===== config.mk =====
export PLATFORM = sky130hd
export DESIGN_NAME = mips_run_ctrl
export DESIGN_NICKNAME = d
export VERILOG_FILES = /design/src/rtl/mips_run_ctrl_pkg.sv /design/src/rtl/mips_bp_match.sv /design/src/rtl/mips_run_ctrl.sv
export SDC_FILE = /design/constraint.sdc
export NUM_CORES = 1
export LEC_CHECK = 0
export BUFFER_PORTS_ARGS = -buffer_cell sky130_fd_sc_hd__buf_2
export CORE_AREA = 2 2 68 70
export CTS_CLUSTER_SIZE = 8
export DETAILED_ROUTE_END_ITERATION = 6
export DIE_AREA = 0 0 70 72
export PLACE_DENSITY = 0.74
export SLEW_MARGIN = 10
export SYNTH_ARGS = -nofsm -noshare
export SYNTH_HDL_FRONTEND = slang
export SYNTH_SLANG_ARGS = --single-unit
export TNS_END_PERCENT = 10

===== constraint.sdc =====
create_clock -name clk -period 1.5 [get_ports clk]
set_input_delay 0.15 -clock clk [delete_from_list [all_inputs] [get_ports clk]]
set_output_delay 0.15 -clock clk [all_outputs]
set_load 0.005 [all_outputs]

===== src/rtl/mips_run_ctrl_pkg.sv =====
// State encodings shared by the MIPS run-control unit.
// The 2-bit values match the legacy run/step FSM so existing debug tooling still decodes them.
package mips_run_ctrl_pkg;

  localparam int STATE_W = 2;

  localparam logic [STATE_W-1:0] HALT = 2'b00;
  localparam logic [STATE_W-1:0] RUN  = 2'b01;
  localparam logic [STATE_W-1:0] STEP = 2'b10;

endpackage


===== src/rtl/mips_bp_match.sv =====
// Breakpoint bank: NUM_BP address/valid slots compared against the current pc.
// Reports whether any valid slot matches and the lowest-index matching slot.
module mips_bp_match #(
  parameter int PC_W     = 6,
  parameter int NUM_BP   = 2,
  parameter int BP_IDX_W = 1
) (
  input  logic                clk,
  input  logic                rst,
  input  logic                bp_we,
  input  logic [BP_IDX_W-1:0] bp_sel,
  input  logic [PC_W-1:0]     bp_addr_in,
  input  logic                bp_valid_in,
  input  logic [PC_W-1:0]     pc,
  output logic                bp_match,
  output logic [BP_IDX_W-1:0] bp_first
);

  logic [PC_W-1:0]   slot_addr [NUM_BP];
  logic [NUM_BP-1:0] slot_valid;

  // A select value with no slot behind it matches no loop index, so the write is dropped.
  always_ff @(posedge clk or negedge rst) begin
    if (!rst) begin
      slot_valid <= '0;
      for (int i = 0; i < NUM_BP; i++) begin
        slot_addr[i] <= '0;
      end
    end else if (bp_we) begin
      for (int i = 0; i < NUM_BP; i++) begin
        if (32'(bp_sel) == i) begin
          slot_addr[i]  <= bp_addr_in;
          slot_valid[i] <= bp_valid_in;
        end
      end
    end
  end

  // Scanning from the top slot down leaves the lowest matching index as the final value.
  always_comb begin
    bp_match = 1'b0;
    bp_first = '0;
    for (int i = NUM_BP - 1; i >= 0; i--) begin
      if (slot_valid[i] && (slot_addr[i] == pc)) begin
        bp_match = 1'b1;
        bp_first = BP_IDX_W'(i);
      end
    end
  end

endmodule


===== src/rtl/mips_run_ctrl.sv =====
// Run-control for the MIPS core: free-run, N-instruction stepping and breakpoints.
// cpu_en gates the core's PC and write paths, so each enabled cycle retires one instruction.
module mips_run_ctrl #(
  parameter int PC_W     = 6,
  parameter int CNT_W    = 8,
  parameter int NUM_BP   = 2,
  parameter int BP_IDX_W = 1
) (
  input  logic                clk,
  input  logic                rst,
  input  logic                change,
  input  logic                step,
  input  logic [CNT_W-1:0]    step_n,
  input  logic [PC_W-1:0]     pc,
  input  logic                bp_we,
  input  logic [BP_IDX_W-1:0] bp_sel,
  input  logic [PC_W-1:0]     bp_addr_in,
  input  logic                bp_valid_in,
  output logic                cpu_en,
  output logic                halted,
  output logic                bp_hit,
  output logic [BP_IDX_W-1:0] bp_idx,
  output logic [CNT_W-1:0]    steps_left,
  output logic [CNT_W-1:0]    retired
);

  import mips_run_ctrl_pkg::*;

  logic [STATE_W-1:0]  state;
  logic                change_q;
  logic                step_q;
  logic                skip;
  logic                chg_edge;
  logic                stp_edge;
  logic                bp_match;
  logic                bp_stop;
  logic [BP_IDX_W-1:0] bp_first;

  mips_bp_match #(
    .PC_W     (PC_W),
    .NUM_BP   (NUM_BP),
    .BP_IDX_W (BP_IDX_W)
  ) u_bp_match (
    .clk         (clk),
    .rst         (rst),
    .bp_we       (bp_we),
    .bp_sel      (bp_sel),
    .bp_addr_in  (bp_addr_in),
    .bp_valid_in (bp_valid_in),
    .pc          (pc),
    .bp_match    (bp_match),
    .bp_first    (bp_first)
  );

  assign chg_edge = change & ~change_q;
  assign stp_edge = step & ~step_q;
  // skip masks the breakpoint for the first RUN cycle so a halted-on pc can be resumed.
  assign bp_stop  = bp_match & ~skip;
  assign halted   = (state == HALT);
  assign cpu_en   = ((state == RUN) & ~bp_stop & ~chg_edge) | ((state == STEP) & ~chg_edge);

  always_ff @(posedge clk or negedge rst) begin
    if (!rst) begin
      state      <= HALT;
      change_q   <= 1'b0;
      step_q     <= 1'b0;
      skip       <= 1'b0;
      bp_hit     <= 1'b0;
      bp_idx     <= '0;
      steps_left <= '0;
      retired    <= '0;
    end else begin
      change_q <= change;
      step_q   <= step;
      if (cpu_en) begin
        retired <= retired + 1'b1;
      end
      // change has priority over step everywhere, so a simultaneous step edge is dropped.
      case (state)
        HALT: begin
          if (chg_edge) begin
            state  <= RUN;
            bp_hit <= 1'b0;
            skip   <= 1'b1;
          end else if (stp_edge) begin
            state      <= STEP;
            steps_left <= (step_n == '0) ? CNT_W'(1) : step_n;
            bp_hit     <= 1'b0;
          end
        end
        RUN: begin
          skip <= 1'b0;
          if (chg_edge) begin
            state <= HALT;
          end else if (bp_stop) begin
            state  <= HALT;
            bp_hit <= 1'b1;
            bp_idx <= bp_first;
          end
        end
        STEP: begin
          if (chg_edge || (steps_left <= CNT_W'(1))) begin
            state      <= HALT;
            steps_left <= '0;
          end else begin
            steps_left <= steps_left - 1'b1;
          end
        end
        default: begin
          state <= HALT;
        end
      endcase
    end
  end

endmodule


==> results.yml <==
floorplan:
  die_y_um: 72
  fp-row-count: 24
  dieArea_um2: 5040
  die_w_um: 70
  initial_core_util_pct: 47.01
  io_pins: 47
  core_um2: 4264
clocking:
  root_buffer: "clkbuf_8"
  post_cts_buffers: 0
  clkSlewWorstSetupHoldPaths_ps: 80
  clockBufferDepth: 2
  insertion_delay_ps: 300
  cts_tree: "done"
  h-tree-depth: 2
  cts.sinks: 37
  cts-buffers-inserted: 5
critical_path:
  reg2reg_to: "retired[1]"
  end_kind: "output port"
  setup.worst_path.class: "flip-flop to output port"
  critPathLaunchType: "flip-flop"
  cp.arrival_ps: 1780
  reg2reg_depth: 6
  crit_fanout: 2
  r2r_start: "u_bp_match.slot_addr[10]"
  required_ps: 1350
  r2r_slack_ps: -190
detailed_routing:
  first_pass_iters: 4
  vias: 1732
  vias_per_cell: 5.313
  drc: 0
  wl_per_cell_um: 14.20
  wirelength_mm: 4.628
  ant_nets: 0
  first_iter_violations: 100
final_layout:
  multi_input_area_um2: 1101
  nFillCells: 340
  drive_gt1_share_pct: 45.62
  final_util_pct: 65.43
  antennaDiodeCount: 0
  area_growth_syn_to_layout_pct: 39.20
  layout_common_cells: "buf_2 (45), dfrtp_1 (37), buf_4 (32)"
  layout_commonest_cell: "buf_2"
  final_cells: 326
  fin_nets: 303
  regArea_um2: 925.9
timing:
  maxClockFrequency_ghz: 0.5189
  setup_slack_ps: -427.0
  fin_crit_sh_pct: 128.5
  fin_tns_setup_ps: -1346
  tightest_slew_ps: 478.8
  setup_violations: 14
  rsz0062_at_grt: "true"
  slew_violations: 0
  fin_worst_skew_ps: 6.125
  timing.max_slew.rel_slack_pct: 68.08
  min_period_ps: 1927
  finalHoldViolCount: 0
grt:
  first_global_vias: 1761
  busiest_layer: "met2"
  use_met3_pct: 5.000
  antenna_found_initial: 0
  use_met1_pct: 22.46
  grt_max_degree: 38
  met2_usage_pct: 35.03
  grt_pass1_wl_mm: 7.693
  grtUsageTotal_pct: 19.43
  grt_overflow: 0
synth:
  syn_area_per_cell_um2: 10.55
  async_flop_share_pct: 100.0
  synth_edf_count: 0
  ys_warn_count: 0
  synth_top_area_cell: "dfrtp_1"
  synth_seq_cells: 37
  yosysSeqAreaShare_pct: 46.19
  netlist_top_cells_area: "dfrtp_1 (46%), mux2_2 (7.9%), xnor2_1 (4.8%)"
  synth_ff_type: "dfrtp_1"
  synth_nets: 220
  ys_types: 46
  synthCells: 190
  synth_area_um2: 2004
  synth_top_area_share_pct: 46.19
pwr:
  p_per_area_nw_per_um2: 1719
  vdd_drop_max_v: 0.001074
  cellLeakagePower_nw: 1.282
hold_path:
  min_to: "u_bp_match.slot_addr[11]"
  worstHoldStart: "bp_addr_in[5]"
  hold_depth: 2
  min_path_type: "primary input to flip-flop"
placed_design:
  place_inst: 315
  routabilityCongestion: 0.8428
  place_hpwl_mm: 3.312
  port_buffers: 46
run:
  maxCapViolCount: 0
run_status:
  outcome: "finished, violations left"
  failed_checks: "setup timing"
layer usage:
layer,routed length [µm],up-vias
met2,2393,43
met3,210,5
met5,0,-
met4,58,0
li1,-,848
met1,1965,836
repair_timing:
action / 4_1_cts / 5_1_grt
hold buffers: 3 / 0
resized for setup: 15 / 7
endpoints found under the hold margin: 39 / 0
endpoints found under the setup margin: 17 / 19
pin swaps: 10 / 2
cells in the mapped netlist (2+ instances only):
cell type	count
and2_1	4
a41oi_1	3
a31oi_1	2
buf_4	2
xnor2_1	11
and3_1	2
a32oi_1	2
dfrtp_1	37
nor2b_1	2
buf_2	2
inv_1	6
clkbuf_1	3
o21ai_1	4
o21ai_0	12
nand3_1	6
nor4_4	2
xor2_1	8
nand2b_1	3
nor3_1	2
nor4_1	3
nor2_1	11
ha_1	3
nand4_1	6
nand2_1	7
mux2_2	14
a21oi_1	11
a22oi_1	3
sequential cells by signal, summed over array words and instances, names as in the netlist:
register and flops:
skip 1, retired 8, bp_idx 1, state 2, u_bp_match.slot_valid 2, steps_left 8, bp_hit 1, change_q 1
step_q 1, u_bp_match.slot_addr 12
worst max-delay path, cell delays in order, from the launching register on:
cell and delay, ps:
dfrtp_1 400, xnor2_1 140, nand4_1 160, nor4_4 200, o21bai_2 150, a21oi_4 180
buf_6 120, inv_2 30, buf_6 100
final cells by class:
type                    count  area share, %
well taps                  52          2.332
repair buffers             83          19.28
clock inverters             3          2.466
clock buffers               5          2.466
inverters                   6         0.8072
multi-input cells         140          39.46
flip-flops and latches     37          33.18
report_power, final:
| group | switching [mW] | internal, mW |
|---|---|---|
| logic | 1.08 | 1.13 |
| clock network | 0.397 | 0.670 |
| registers | 0.228 | 1.29 |
| total | 1.71 | 3.09 |
through the flow:
step / power (mW) / cell area (µm²) / worst slack, ps / hold WS (ps)
floorplan: 2.593 / 2004 / -130.1 / -145.6
global placement: 3.539 / 2531 / -113.1 / 222.6
detailed placement: 3.596 / 2531 / -165.3 / 224.8
CTS: 4.767 / 2754 / -457.8 / 84.56
global route: 5.122 / 2790 / -566.0 / 90.65
finish: 4.798 / 2790 / -427.0 / 96.19
kinds of logic after synthesis:
logic type	after synthesis	synth area share [%]
AO/OA/AOI/OAI	47	15.05
AND/OR/NAND/NOR	56	17.23
flip-flops	37	46.19
buffers and inverters	13	2.934
multiplexers	15	8.427
XOR/XNOR	19	8.302
adder cells (fa/ha/maj)	3	1.873
worst max path at each step:
stage | from | end | slack, ps | depth (start not counted)
global placement | u_bp_match.slot_addr[10] | retired[1] | -110 | 6
global route | u_bp_match.slot_addr[11] | cpu_en | -570 | 8
finish | u_bp_match.slot_addr[10] | cpu_en | -430 | 8
floorplan | u_bp_match.slot_addr[8] | retired[1] | -130 | 5
CTS | u_bp_match.slot_addr[10] | cpu_en | -460 | 8
detailed placement | u_bp_match.slot_addr[10] | retired[1] | -170 | 6
(Power assumes the default switching activity.)
